--- src/rtl/gcd_pkg.sv ---
// Shared types for the GCD client/engine interface: result struct, client FSM states,
// and the default operand width.
package gcd_pkg;

  localparam int GCD_DATA_WIDTH = 8;

  typedef struct packed {
    logic [GCD_DATA_WIDTH-1:0] a;
    logic [GCD_DATA_WIDTH-1:0] b;
  } gcd_data;

  typedef enum logic [1:0] {
    S_IDLE,
    S_ISSUE,
    S_WAIT,
    S_DELIVER
  } state_e;

endpackage

--- src/rtl/gcd_client_timer.sv ---
// Wait-state counter: clears on request handshake, counts while enabled and parks at its
// terminal count (TIMEOUT_CYCLES-1) so it can never wrap.
module gcd_client_timer #(
  parameter int TIMEOUT_CYCLES = 255
) (
  input  logic clk_i,
  input  logic nreset_i,
  input  logic clr_i,
  input  logic en_i,
  output logic tc_o
);

  localparam int TW = $clog2(TIMEOUT_CYCLES);

  logic [TW-1:0] r_count;
  logic          w_tc;

  assign w_tc = (r_count == TW'(TIMEOUT_CYCLES - 1));
  assign tc_o = w_tc;

  always_ff @(posedge clk_i or negedge nreset_i) begin
    if (!nreset_i) begin
      r_count <= '0;
    end else if (clr_i) begin
      r_count <= '0;
    end else if (en_i && !w_tc) begin
      r_count <= r_count + 1'b1;
    end
  end

endmodule

--- src/rtl/gcd_client.sv ---
// Requester side of the GCD engine interface: one request in flight, bounded wait, result echo.
// Optional build macro GCD_CLIENT_ZERO_BYPASS_EN answers zero-operand commands locally.
module gcd_client
  import gcd_pkg::*;
#(
  parameter int DATA_WIDTH     = GCD_DATA_WIDTH,
  parameter int TIMEOUT_CYCLES = 255
) (
  input  logic                  clk_i,
  input  logic                  nreset_i,
  input  logic                  cmd_valid_i,
  output logic                  cmd_ready_o,
  input  logic [DATA_WIDTH-1:0] cmd_a_i,
  input  logic [DATA_WIDTH-1:0] cmd_b_i,
  output logic                  eng_req_valid_o,
  input  logic                  eng_req_ready_i,
  output logic [DATA_WIDTH-1:0] eng_operand_a_o,
  output logic [DATA_WIDTH-1:0] eng_operand_b_o,
  input  logic                  eng_resp_valid_i,
  input  gcd_data               eng_gcd_i,
  output logic                  res_valid_o,
  input  logic                  res_ready_i,
  output logic [DATA_WIDTH-1:0] res_gcd_o,
  output logic [DATA_WIDTH-1:0] res_a_o,
  output logic [DATA_WIDTH-1:0] res_b_o,
  output logic                  res_err_o,
  output logic                  busy_o
);

  state_e                r_state;
  state_e                w_state_nxt;
  logic [DATA_WIDTH-1:0] r_a;
  logic [DATA_WIDTH-1:0] r_b;
  logic [DATA_WIDTH-1:0] r_gcd;
  logic                  r_err;

  logic                  w_load_cmd;
  logic                  w_load_res;
  logic [DATA_WIDTH-1:0] w_gcd_nxt;
  logic                  w_err_nxt;
  logic                  w_timer_clr;
  logic                  w_timer_en;
  logic                  w_timer_tc;
  logic [DATA_WIDTH-1:0] w_eng_gcd;
  logic                  w_unused_eng_b;

  assign w_eng_gcd      = DATA_WIDTH'(eng_gcd_i.a);
  assign w_unused_eng_b = ^eng_gcd_i.b;

  assign w_timer_clr = (r_state == S_ISSUE) && eng_req_ready_i;
  assign w_timer_en  = (r_state == S_WAIT);

  gcd_client_timer #(
    .TIMEOUT_CYCLES (TIMEOUT_CYCLES)
  ) u_timer (
    .clk_i    (clk_i),
    .nreset_i (nreset_i),
    .clr_i    (w_timer_clr),
    .en_i     (w_timer_en),
    .tc_o     (w_timer_tc)
  );

  always_ff @(posedge clk_i or negedge nreset_i) begin
    if (!nreset_i) begin
      r_state <= S_IDLE;
    end else begin
      r_state <= w_state_nxt;
    end
  end

  always_comb begin
    w_state_nxt = r_state;
    w_load_cmd  = 1'b0;
    w_load_res  = 1'b0;
    w_gcd_nxt   = '0;
    w_err_nxt   = 1'b0;
    case (r_state)
      S_IDLE: begin
        if (cmd_valid_i) begin
          w_load_cmd  = 1'b1;
`ifdef GCD_CLIENT_ZERO_BYPASS_EN
          // gcd(x,0) == x, so a zero operand never needs the engine
          if ((cmd_a_i == '0) || (cmd_b_i == '0)) begin
            w_state_nxt = S_DELIVER;
            w_load_res  = 1'b1;
            w_gcd_nxt   = cmd_a_i | cmd_b_i;
          end else begin
            w_state_nxt = S_ISSUE;
          end
`else
          w_state_nxt = S_ISSUE;
`endif
        end
      end
      S_ISSUE: begin
        if (eng_req_ready_i) begin
          w_state_nxt = S_WAIT;
        end
      end
      S_WAIT: begin
        // A response arriving on the terminal-count cycle still counts as success
        if (eng_resp_valid_i) begin
          w_state_nxt = S_DELIVER;
          w_load_res  = 1'b1;
          w_gcd_nxt   = w_eng_gcd;
        end else if (w_timer_tc) begin
          w_state_nxt = S_DELIVER;
          w_load_res  = 1'b1;
          w_err_nxt   = 1'b1;
        end
      end
      S_DELIVER: begin
        if (res_ready_i) begin
          w_state_nxt = S_IDLE;
        end
      end
      default: w_state_nxt = S_IDLE;
    endcase
  end

  always_ff @(posedge clk_i or negedge nreset_i) begin
    if (!nreset_i) begin
      r_a   <= '0;
      r_b   <= '0;
      r_gcd <= '0;
      r_err <= 1'b0;
    end else begin
      if (w_load_cmd) begin
        r_a <= cmd_a_i;
        r_b <= cmd_b_i;
      end
      if (w_load_res) begin
        r_gcd <= w_gcd_nxt;
        r_err <= w_err_nxt;
      end
    end
  end

  assign cmd_ready_o     = (r_state == S_IDLE);
  assign eng_req_valid_o = (r_state == S_ISSUE);
  assign eng_operand_a_o = r_a;
  assign eng_operand_b_o = r_b;
  assign res_valid_o     = (r_state == S_DELIVER);
  assign res_gcd_o       = r_gcd;
  assign res_a_o         = r_a;
  assign res_b_o         = r_b;
  assign res_err_o       = r_err;
  assign busy_o          = (r_state != S_IDLE);

endmodule
--- config.mk ---
export PLATFORM = sky130hd
export DESIGN_NAME = gcd_client
export DESIGN_NICKNAME = d
export VERILOG_FILES = /design/src/rtl/gcd_pkg.sv /design/src/rtl/gcd_client_timer.sv /design/src/rtl/gcd_client.sv
export SDC_FILE = /design/constraint.sdc
export NUM_CORES = 1
export LEC_CHECK = 0
export BUFFER_PORTS_ARGS = -buffer_cell sky130_fd_sc_hd__buf_2
export CAP_MARGIN = 20
export CORE_UTILIZATION = 50
export DETAILED_ROUTE_END_ITERATION = 10
export MAX_ROUTING_LAYER = met4
export PLACE_DENSITY_LB_ADDON = 0.3
export SETUP_SLACK_MARGIN = 0.02
export SYNTH_ARGS = -nofsm -noshare
export SYNTH_HDL_FRONTEND = slang
export SYNTH_SLANG_ARGS = --single-unit
--- constraint.sdc ---
create_clock -name clk_i -period 4.46 [get_ports clk_i]
set_clock_uncertainty 0.05 [all_clocks]
set_input_delay 0.892 -clock clk_i [delete_from_list [all_inputs] [get_ports clk_i]]
set_output_delay 0.892 -clock clk_i [all_outputs]
set_load 0.05 [all_outputs]
After elaboration in Yosys (flattened, before gate mapping):

Index checks and enable logic that the tools add are counted.

* register bits after elaboration: 35
* input bits: 38
* output and inout bits: 45
* word-level logic and storage cells: 39

* add/sub/neg operators: 1
* equal/unequal tests: 8
* mux-type cells: 17
* reduce and logical (&&, ||, !) cells: 7

Operator list (count)
* $mux 8: 4
* $mux 2: 5
* $add 8x1->8 const B: 1
* $eq 8x8->1 const B: 1
* $pmux 2 s4: 1
* $mux 1: 7
* $eq 2x2->1 const B: 2
* $ne 2x1->1 const B: 2
* $reduce_and 4->1: 1
* $reduce_bool 2->1: 2
* $ne 3x3->1 const B: 1
* $eq 2x1->1 const B: 1
* $logic_and 1x1->1: 2
* $logic_not 2->1: 1
* $ne 2x2->1 const B: 1
* $logic_not 1->1: 1

Logic depth before layout (Yosys ltp):

Gate-level depths: netlist of run 1.

* depth after elaboration: 5
* gate-level depth with buffers: 6
* depth with buffers taken out: 5

Modules after synthesis:

From an unflattened synthesis of run 1, not the netlist that was laid out.

* cells, all modules: 144
* area total of the unflattened synthesis: 1765.4 um2

By module, submodules not included
* gcd_client: times used 1, cells each 90, area an instance 1246.2 um2, sequential area each 675.6 um2
* gcd_client_timer: times used 1, cells each 54, area an instance 519.2 um2, sequential area each 200.2 um2

Least setup slack after synthesis of run 1:

No wires, ideal clock.

* kind: register to output
* from: register r_state[1]
* to: output port busy_o
* arrival time: 1.381 ns
* data required time: 3.518 ns
* slack: 2.137 ns
* stages on the path, launching flop included: 4
* path buffers: 0
* path through: dfrtp_1 > inv_1 > ha_1 > inv_1

* word-level cells in the longest chain between the ends: 1

Ends and longest elaborated chain
* from (decl): line gcd_client.sv:30 `state_e r_state;`
* from (signal assigned): line gcd_client.sv:67 `r_state <= w_state_nxt;`
* $reduce_bool 2->1: line gcd_client.sv:148 `assign busy_o = (r_state != S_IDLE);`
* to (decl): line gcd_client.sv:27 `output logic busy_o`

Every way passes these cells.

Worst setup path in the final report of run 1:

* from: register r_state[0]
* to: register u_timer.r_count[5]

* word-level cells in the longest chain between the ends: 3
* elaborated cells on any way between the ends: 6
* those cells by class: 2 x eq/ne; 1 x mux; 3 x reduce/logical

Ends and longest elaborated chain
* $eq 2x1->1 / $eq 2x2->1 (equally long branches): line gcd_client.sv:50, gcd_client.sv:51
* $logic_and 1x1->1, on equally long branches: line gcd_client.sv:50, gcd_client_timer.sv:26
* $mux 8 / $reduce_bool 2->1 (equally long branches)
* to (signal assigned): line gcd_client_timer.sv:27 `r_count <= r_count + 1'b1;`
* to (decl): line gcd_client_timer.sv:15 `logic [TW-1:0] r_count;`

Several ways; a longest one is shown, not always the timed one.
A chain may end at the register's enable or synchronous reset.

==> results of run 1 <==
-- layer usage --
| layer | vias up | track usage, % |
|---|---|---|
| met5 | - | - |
| met4 | 0 | 7.849 |
| met3 | 5 | 6.022 |
| met2 | 56 | 31.32 |
| met1 | 670 | 21.42 |
| li1 | 709 | - |
-- cell usage in the layout, fill, tap and decap left out, types with 2 or more instances in the layout --
cell and count:
ha_1 7, inv_1 14, o221ai_1 8, nand3_1 9
clkbuf_8 6, nand4_1 3, o211ai_1 2, and4_1 2
dfrtp_1 35, buf_2 74, mux2_2 16, nand2b_1 14
nand2_1 9, nor2_1 4, a21oi_1 5, a211oi_1 3
mux2i_1 4, a31oi_1 2, a41oi_1 2
-- cells in the mapped netlist (all sizes together) (3+ instances only) --
cell    instances
buf            20
a21oi           5
nand3          10
nand4           3
mux2i           4
ha              7
nand2b         14
nand2           9
inv            14
dfrtp          35
a211oi          3
mux2           16
clkbuf          4
nor2            4
o221ai          8
-- layout make-up --
class	instances	area, um^2
tap	46	57.56
inverter	14	52.55
sequential	35	875.8
timing repair buffer	74	370.4
clock inverter	2	35.03
multi-input combinational	100	764.5
fill	275	1204
clock buffer	6	82.58
-- logic make-up (layout without fill, tap and decap cells) --
kind of cell    Yosys count  after routing  share of synthesized area [%]
flops                    35             35                          47.17
compound gates           28             28                          11.32
simple gates             45             45                          13.27
buf+inv                  38             96                          11.66
mux                      20             20                          11.86
fa+ha+maj                 7              7                          4.717
-- state kept, by name, indices dropped and copies added (netlist names) --
register	count
res_err_o	1
r_state	2
u_timer.r_count	8
eng_operand_b_o	8
eng_operand_a_o	8
res_gcd_o	8
-- metrics by stage --
step,worst slack [ns],hold WS (ns),cells,instance area (um^2)
global route,1.884,0.4905,277,2238
global placement,2.137,0.4512,269,2121
floorplan,2.137,0.4776,173,1857
detailed placement,2.142,0.4600,269,2121
finish,2.107,0.4706,277,2238
CTS,2.134,0.4750,277,2238
-- path summary, 6_finish.rpt --
path | start | to | slack [ns] | cells past startpoint
min reg2reg | eng_operand_b_o[7]$_DFFE_PN0P_ | eng_operand_b_o[7]$_DFFE_PN0P_ | 0.47 | 1
max in group asynchronous | nreset_i | eng_operand_b_o[1]$_DFFE_PN0P_ | 3.27 | 1
max reg2reg | r_state[0]$_DFFE_PN0P_ | u_timer.r_count[5]$_DFFE_PN0P_ | 2.11 | 5
min in group asynchronous | nreset_i | eng_operand_b_o[5]$_DFFE_PN0P_ | 0.62 | 1
min | eng_operand_b_o[7]$_DFFE_PN0P_ | eng_operand_b_o[7]$_DFFE_PN0P_ | 0.47 | 1
max | r_state[0]$_DFFE_PN0P_ | u_timer.r_count[5]$_DFFE_PN0P_ | 2.11 | 5
-- worst max-delay path, cell delays in order (launching register included) --
cell	delay [ns]
dfrtp_1	0.43
inv_1	0.12
ha_1	0.72
nand3_1	0.24
or4_1	0.54
a21oi_1	0.15
==> flow_metrics.py, run 1 <==
metrics = {
    "global_route": {
        "grt_pass1_vias": 1300,
        "antenna_found_initial": 0,
        "grt_pass1_wl_mm": 5.685,
        "grt-ovfl-total": 0,
        "grt_max_degree": 36,
        "grt.total_usage_pct": 19.11,
    },
    "timing": {
        "fin_setup_tns_ns": 0,
        "fin_crit_sh_pct": 52.77,
        "final_hold_viol_count": 0,
        "min_period_ns": 2.353,
        "worstMarginPinSlew_ns": 0.8461,
        "setup_violations": 0,
        "max_freq_ghz": 0.4249,
        "maxSlewHeadroom_pct": 43.59,
        "slew_viol_final": 0,
        "rsz0062_at_grt": "false",
    },
    "clocking": {
        "cts_htree_levels": 2,
        "clk_pin_slew_worst_paths_ns": 0.07,
        "numCtsBuffers": 5,
        "cts_hold_buffers": 0,
        "cts_tree": "done",
        "post-cts-setup-buffers": 0,
        "cts_sinks": 35,
        "clkLatencyLatePin_ns": 0.29,
        "cts_resized": 0,
        "clk_path_buf_depth": 2,
        "root_buffer": "clkbuf_8",
    },
    "synth": {
        "yosysUniqueCellTypes": 31,
        "synth_top_area_share_pct": 47.17,
        "synthFlopType": "dfrtp_1",
        "synth_edf_count": 0,
        "synth_area_per_cell_um2": 10.73,
        "yosysTopAreaCell": "dfrtp_1",
        "async_flop_share_pct": 100.0,
        "syn-num-nets": 218,
        "syn_inst": 173,
        "synth_area_leaders": "dfrtp_1 47%, mux2_2 9.7%, buf_4 6.9%",
        "seq_area_frac_synth_pct": 47.17,
        "synth_area_um2": 1857,
        "yosysWarnings": 0,
        "synth_seq_cells": 35,
    },
    "routing": {
        "dr_wl_met2_mm": 1.666,
        "wire_per_inst_um": 12.31,
        "routed.top_layer": "met4",
        "wl_met1_mm": 1.459,
        "drt_wl_total_mm": 3.410,
        "dr.pass1.iters": 4,
        "drtIter0Drc": 69,
        "vias": 1440,
        "drt.antenna.violating_nets": 0,
        "drc": 0,
        "avgViaCountPerCell": 5.199,
        "wl_met3_um": 233,
    },
    "die": {
        "die_area_um2": 3961,
        "start_util_pct": 53.94,
        "fp.dieW_um": 62.94,
        "row_count": 21,
        "die_y_um": 62.94,
        "core-area_um2": 3442,
        "io_pins": 83,
    },
    "job": {
        "max_cap_viol_count": 0,
    },
    "hold_path": {
        "min_path_type": "reg2reg",
    },
    "placed_design": {
        "portBuffers": 74,
        "hpwl_mm": 2.428,
        "place_congestion": 0.7610,
    },
    "setup_path": {
        "cp-start-kind": "register",
        "cp.arrival_ns": 2.52,
        "critPathMaxFanout": 27,
        "endpoint_kind": "register",
        "critPathKind": "reg2reg",
        "critPathRequiredTime_ns": 4.62,
    },
    "finish": {
        "final_nets": 275,
        "num_antenna_cells": 0,
        "syn_to_final_growth_pct": 20.55,
        "drive_gt1_share_pct": 43.29,
        "fin_util_pct": 65.03,
    },
    "status": {
        "status": "complete, no violations",
    },
}
Power of run 1 is left out: the tool's default activity adds up to more than one toggle a clock period on the data nets, which glitch-free logic cannot reach.
==> inputs of run 2 (changes only) <==
- ABC_AREA: default -> 1
- CORE_UTILIZATION: 50 -> 42
- clock period: 4.46 -> 2 ns (I/O delays scaled with it)
==> flow_metrics.py, run 2 <==
metrics = {
    "timing": {
        "fin_setup_tns_ns": 0,
        "setup_violations": 0,
        "min_period_ns": 1.758,
        "maxSlewHeadroom_pct": 72.87,
        "max_freq_ghz": 0.5689,
        "fin_crit_sh_pct": 87.89,
        "worstMarginPinSlew_ns": 0.4069,
        "rsz0062_at_grt": "false",
        "slew_viol_final": 0,
        "final_hold_viol_count": 0,
    },
    "synth": {
        "seq_area_frac_synth_pct": 48.58,
        "synthTopCellsByCount": "44 x nand2_1, 35 x dfrtp_1, 25 x nand3_1",
        "yosysTopAreaCell": "dfrtp_1",
        "yosysUniqueCellTypes": 24,
        "synth_area_leaders": "dfrtp_1 49%, mux2_2 10%, nand2_1 9.2%",
        "synth_area_per_cell_um2": 9.590,
        "synth_area_um2": 1803,
        "syn_inst": 188,
        "synth_top_area_share_pct": 48.58,
        "synthFlopType": "dfrtp_1",
        "synth_most_common_cell": "nand2_1",
        "yosysWarnings": 0,
        "syn-num-nets": 233,
        "async_flop_share_pct": 100.0,
        "synth_edf_count": 0,
        "synth_seq_cells": 35,
    },
    "hold_path": {
        "min_path_type": "in2reg",
        "worstHoldEndpoint": "res_gcd_o[5]$_DFFE_PN0P_",
        "hp-start": "eng_gcd_i[13]",
        "worstHoldPathCells": 3,
    },
    "setup_path": {
        "crit_path_top_delay_cell": "dfrtp_1",
        "critPathKind": "reg2out",
        "rr_endpoint": "eng_operand_b_o[4]$_DFFE_PN0P_",
        "rr_worst_depth": 5,
        "endpoint_kind": "output pin",
        "rrSetupSlack_ns": 0.46,
        "critPathTopFamily": "flip-flops",
        "worst_path_largest_cell_delay_ns": 0.41,
        "critPathRequiredTime_ns": 1.55,
        "critPathMaxFanout": 4,
        "cp.depth": 3,
        "r2r_start": "r_state[0]$_DFFE_PN0P_",
        "cp-start-kind": "register",
        "cp_num_buf_inv": 2,
        "crit_path_cell_trace": "inv_1 -> ha_1 -> buf_2",
        "cp.arrival_ns": 1.31,
    },
    "finish": {
        "fillerInstances": 378,
        "layout_commonest_cell": "buf_2",
        "num_antenna_cells": 0,
        "layout_common_cells": "74 x buf_2, 44 x nand2_1, 35 x dfrtp_1",
        "syn_to_final_growth_pct": 23.66,
        "drive_gt1_share_pct": 43.31,
        "fin_util_pct": 54.95,
        "final_nets": 298,
    },
    "clocking": {
        "cts_hold_buffers": 1,
        "cts_tree": "done",
        "numCtsBuffers": 5,
        "clk_pin_slew_worst_paths_ns": 0.08,
        "clkLatencyLatePin_ns": 0.29,
        "clk_path_buf_depth": 2,
        "root_buffer": "clkbuf_8",
        "cts_sinks": 35,
        "post-cts-setup-buffers": 0,
        "cts_resized": 0,
        "cts_htree_levels": 2,
    },
    "placed_design": {
        "place_congestion": 0.7737,
        "hpwl_mm": 2.606,
        "portBuffers": 74,
    },
    "routing": {
        "wire_per_inst_um": 11.17,
        "drc": 0,
        "vias": 1433,
        "drt_wl_total_mm": 3.395,
        "avgViaCountPerCell": 4.714,
        "dr.pass1.iters": 4,
        "drt.antenna.violating_nets": 0,
        "drtIter0Drc": 65,
    },
    "global_route": {
        "grt_max_degree": 20,
        "grt_pass1_wl_mm": 5.664,
        "grt.total_usage_pct": 17.44,
        "grt_pass1_vias": 1251,
        "antenna_found_initial": 0,
        "grt-ovfl-total": 0,
    },
    "status": {
        "status": "complete, no violations",
    },
    "die": {
        "fp.dieW_um": 67.52,
        "io_pins": 83,
        "die_area_um2": 4559,
        "core-area_um2": 4058,
        "row_count": 23,
        "start_util_pct": 44.43,
        "die_y_um": 67.52,
    },
    "job": {
        "max_cap_viol_count": 0,
    },
}
run 2: changes by cell type in the layout (fill, tap and decap cells not counted), sizes merged, moves of 3 or more:
cell / previous run / this run
nand2: 9 / 48
nand3: 10 / 26
nand2b: 14 / 0
o221ai: 8 / 0
nor2: 4 / 10
mux2i: 4 / 0
a211oi: 3 / 0
a21oi: 5 / 2
buf: 74 / 77
run 2: routing by layer:
metal  part of all wire [%]  routed length [um]  GRT usage, %
met4                    1.5                  50         7.181
met3                    9.2                 312         6.081
met2                     44                1488         25.25
met1                     45                1543         21.96
met5                      0                   0             -
run 2: cell families after synthesis:
kind of cell               share of synthesized area [%]
and+or+nand+nor                                    23.11
DFF                                                48.58
buffers and inverters                              10.69
muxes                                              9.993
adders and majority gates                          4.858
AOI/OAI and AO/OA                                  1.804
xor gates and xnor gates                          0.9717
run 2: worst max path at each step:
stage	endpoint	start	slack, ns
6_report	eng_req_valid_o	r_state[1]$_DFFE_PN0P_	0.24
5_1_grt	busy_o	r_state[0]$_DFFE_PN0P_	0.14
4_1_cts	busy_o	r_state[0]$_DFFE_PN0P_	0.22
3_5_place_dp	eng_operand_b_o[4]$_DFFE_PN0P_	r_state[0]$_DFFE_PN0P_	0.44
3_3_place_gp	eng_operand_a_o[0]$_DFFE_PN0P_	r_state[0]$_DFFE_PN0P_	0.45
2_1_floorplan	r_state[0]$_DFFE_PN0P_	r_state[0]$_DFFE_PN0P_	0.23
run 2: final cells by class:
type	instances	area (um^2)	share of cell area [%]
Sequential cell	35	875.8	39.28
Inverter	13	53.80	2.413
Tap cell	50	62.56	2.806
Multi-Input combinational cell	120	737.0	33.05
Timing Repair Buffer	78	415.4	18.63
Clock inverter	2	12.51	0.5612
Clock buffer	6	72.57	3.255
run 2: through the flow:
stage | setup WS, ns | cell area, um^2 | hold slack (ns) | instances
floorplan | 0.2339 | 1805 | 0.05441 | 188
global placement | 0.4541 | 2135 | 0.3106 | 295
detailed placement | 0.4425 | 2135 | 0.3083 | 295
CTS | 0.2237 | 2230 | 0.2733 | 304
global route | 0.1449 | 2230 | 0.2826 | 304
finish | 0.2422 | 2230 | 0.2820 | 304
run 2: tightest hold or removal path: stages:
cell and delay, ns:
buf_2 0.07, nand3_1 0.06, nand2_1 0.06
Power of run 2 is left out for the same reason.
==> inputs of run 3 (changes only) <==
- ABC_AREA: 1 -> 0
- PLACE_DENSITY_LB_ADDON: 0.3 -> 0.08
==> flow_metrics.py, run 3 (same netlist as run 1, synthesis figures left out) <==
metrics = {
    "setup_path": {
        "critPathKind": "reg2out",
        "rr_worst_depth": 5,
        "r2r_start": "r_state[0]$_DFFE_PN0P_",
        "crit_path_top_delay_cell": "dfrtp_1",
        "crit_path_cell_trace": "inv_1 -> ha_2 -> buf_2",
        "critPathMaxFanout": 5,
        "worst_path_largest_cell_delay_ns": 0.40,
        "cp_num_buf_inv": 2,
        "endpoint_kind": "output pin",
        "cp.arrival_ns": 1.35,
        "cp-start-kind": "register",
        "cp-startpoint": "r_state[1]$_DFFE_PN0P_",
        "critPathRequiredTime_ns": 1.55,
        "critPathTopFamily": "buffers and inverters",
        "cp.depth": 3,
    },
    "finish": {
        "multiInputGateArea_um2": 767.0,
        "final_nets": 278,
        "layout_common_cells": "74 x buf_2, 35 x dfrtp_1, 16 x mux2_2",
        "fillerInstances": 386,
        "drive_gt1_share_pct": 44.44,
        "regArea_um2": 875.8,
        "layout_commonest_cell": "buf_2",
        "num_antenna_cells": 0,
        "syn_to_final_growth_pct": 20.35,
    },
    "timing": {
        "fin_setup_tns_ns": 0,
        "final_hold_viol_count": 0,
        "rsz0062_at_grt": "false",
        "fin_crit_sh_pct": 89.77,
        "maxSlewHeadroom_pct": 48.52,
        "setup_violations": 0,
        "min_period_ns": 1.795,
        "setup_slack_ns": 0.2046,
        "slew_viol_final": 0,
        "max_freq_ghz": 0.5570,
        "worstMarginPinSlew_ns": 0.7723,
    },
    "global_route": {
        "antenna_found_initial": 0,
        "grt_max_degree": 36,
        "grt.total_usage_pct": 18.08,
        "grt_pass1_wl_mm": 5.885,
        "grt_pass1_vias": 1329,
        "grt-ovfl-total": 0,
    },
    "placed_design": {
        "place_congestion": 0.7402,
        "hpwl_mm": 2.792,
        "portBuffers": 74,
        "pre_cts_slack_ns": 0.2953,
    },
    "clocking": {
        "cts_htree_levels": 2,
        "cts_resized": 0,
        "cts_sinks": 35,
        "clk_pin_slew_worst_paths_ns": 0.07,
        "clk_path_buf_depth": 2,
        "cts_tree": "done",
        "cts_hold_buffers": 0,
        "root_buffer": "clkbuf_8",
        "post-cts-setup-buffers": 0,
        "numCtsBuffers": 5,
        "clkLatencyLatePin_ns": 0.29,
    },
    "die": {
        "core-area_um2": 4115,
        "die_area_um2": 4691,
        "die_y_um": 68.49,
        "start_util_pct": 45.12,
        "fp.dieW_um": 68.49,
        "row_count": 23,
        "io_pins": 83,
    },
    "job": {
        "max_cap_viol_count": 0,
    },
    "routing": {
        "avgViaCountPerCell": 5.190,
        "drc": 0,
        "vias": 1474,
        "drt.antenna.violating_nets": 0,
        "wire_per_inst_um": 13.36,
        "dr.pass1.iters": 4,
        "drt_wl_total_mm": 3.795,
        "drtIter0Drc": 77,
    },
    "status": {
        "status": "complete, no violations",
    },
    "hold_path": {
        "min_path_type": "in2async",
    },
}
==> run 3: worst paths after layout <==
check / endpoint / slack (ns)
max: cmd_ready_o / 0.20
min: u_timer.r_count[2]$_DFFE_PN0P_ / 0.13
max reg2reg: u_timer.r_count[0]$_DFFE_PN0P_ / 0.27
min reg2reg: eng_operand_b_o[4]$_DFFE_PN0P_ / 0.47
max in group asynchronous: eng_operand_b_o[2]$_DFFE_PN0P_ / 1.27
min in group clk_i: eng_operand_b_o[4]$_DFFE_PN0P_ / 0.29
==> run 3: metal layers <==
layer	track usage [%]	vias up	share of wire, %
met3	5.757	4	7.7
met5	-	-	0
li1	-	711	-
met2	30.02	60	48
met1	20.25	699	43
met4	6.771	0	0.55
==> run 3: cell type report <==
type,instances,share of cell area [%]
Inverter,14,2.352
Timing Repair Buffer,77,17.58
Tap cell,50,2.800
Sequential cell,35,39.19
Multi-Input combinational cell,100,34.32
Clock buffer,5,3.080
Clock inverter,3,0.6719
==> run 3: through the flow <==
stage                     hold slack [ns]  instances  util [%]  cell area, um^2
after floorplan                   0.05441        173         -             1859
after global placement             0.4492        276     52.27             2151
after detailed placement           0.4603        276     52.27             2151
after CTS                          0.1678        284     54.30             2235
after global routing               0.1957        284     54.30             2235
final                              0.1309        284     54.30             2235
Power of run 3 is left out for the same reason.
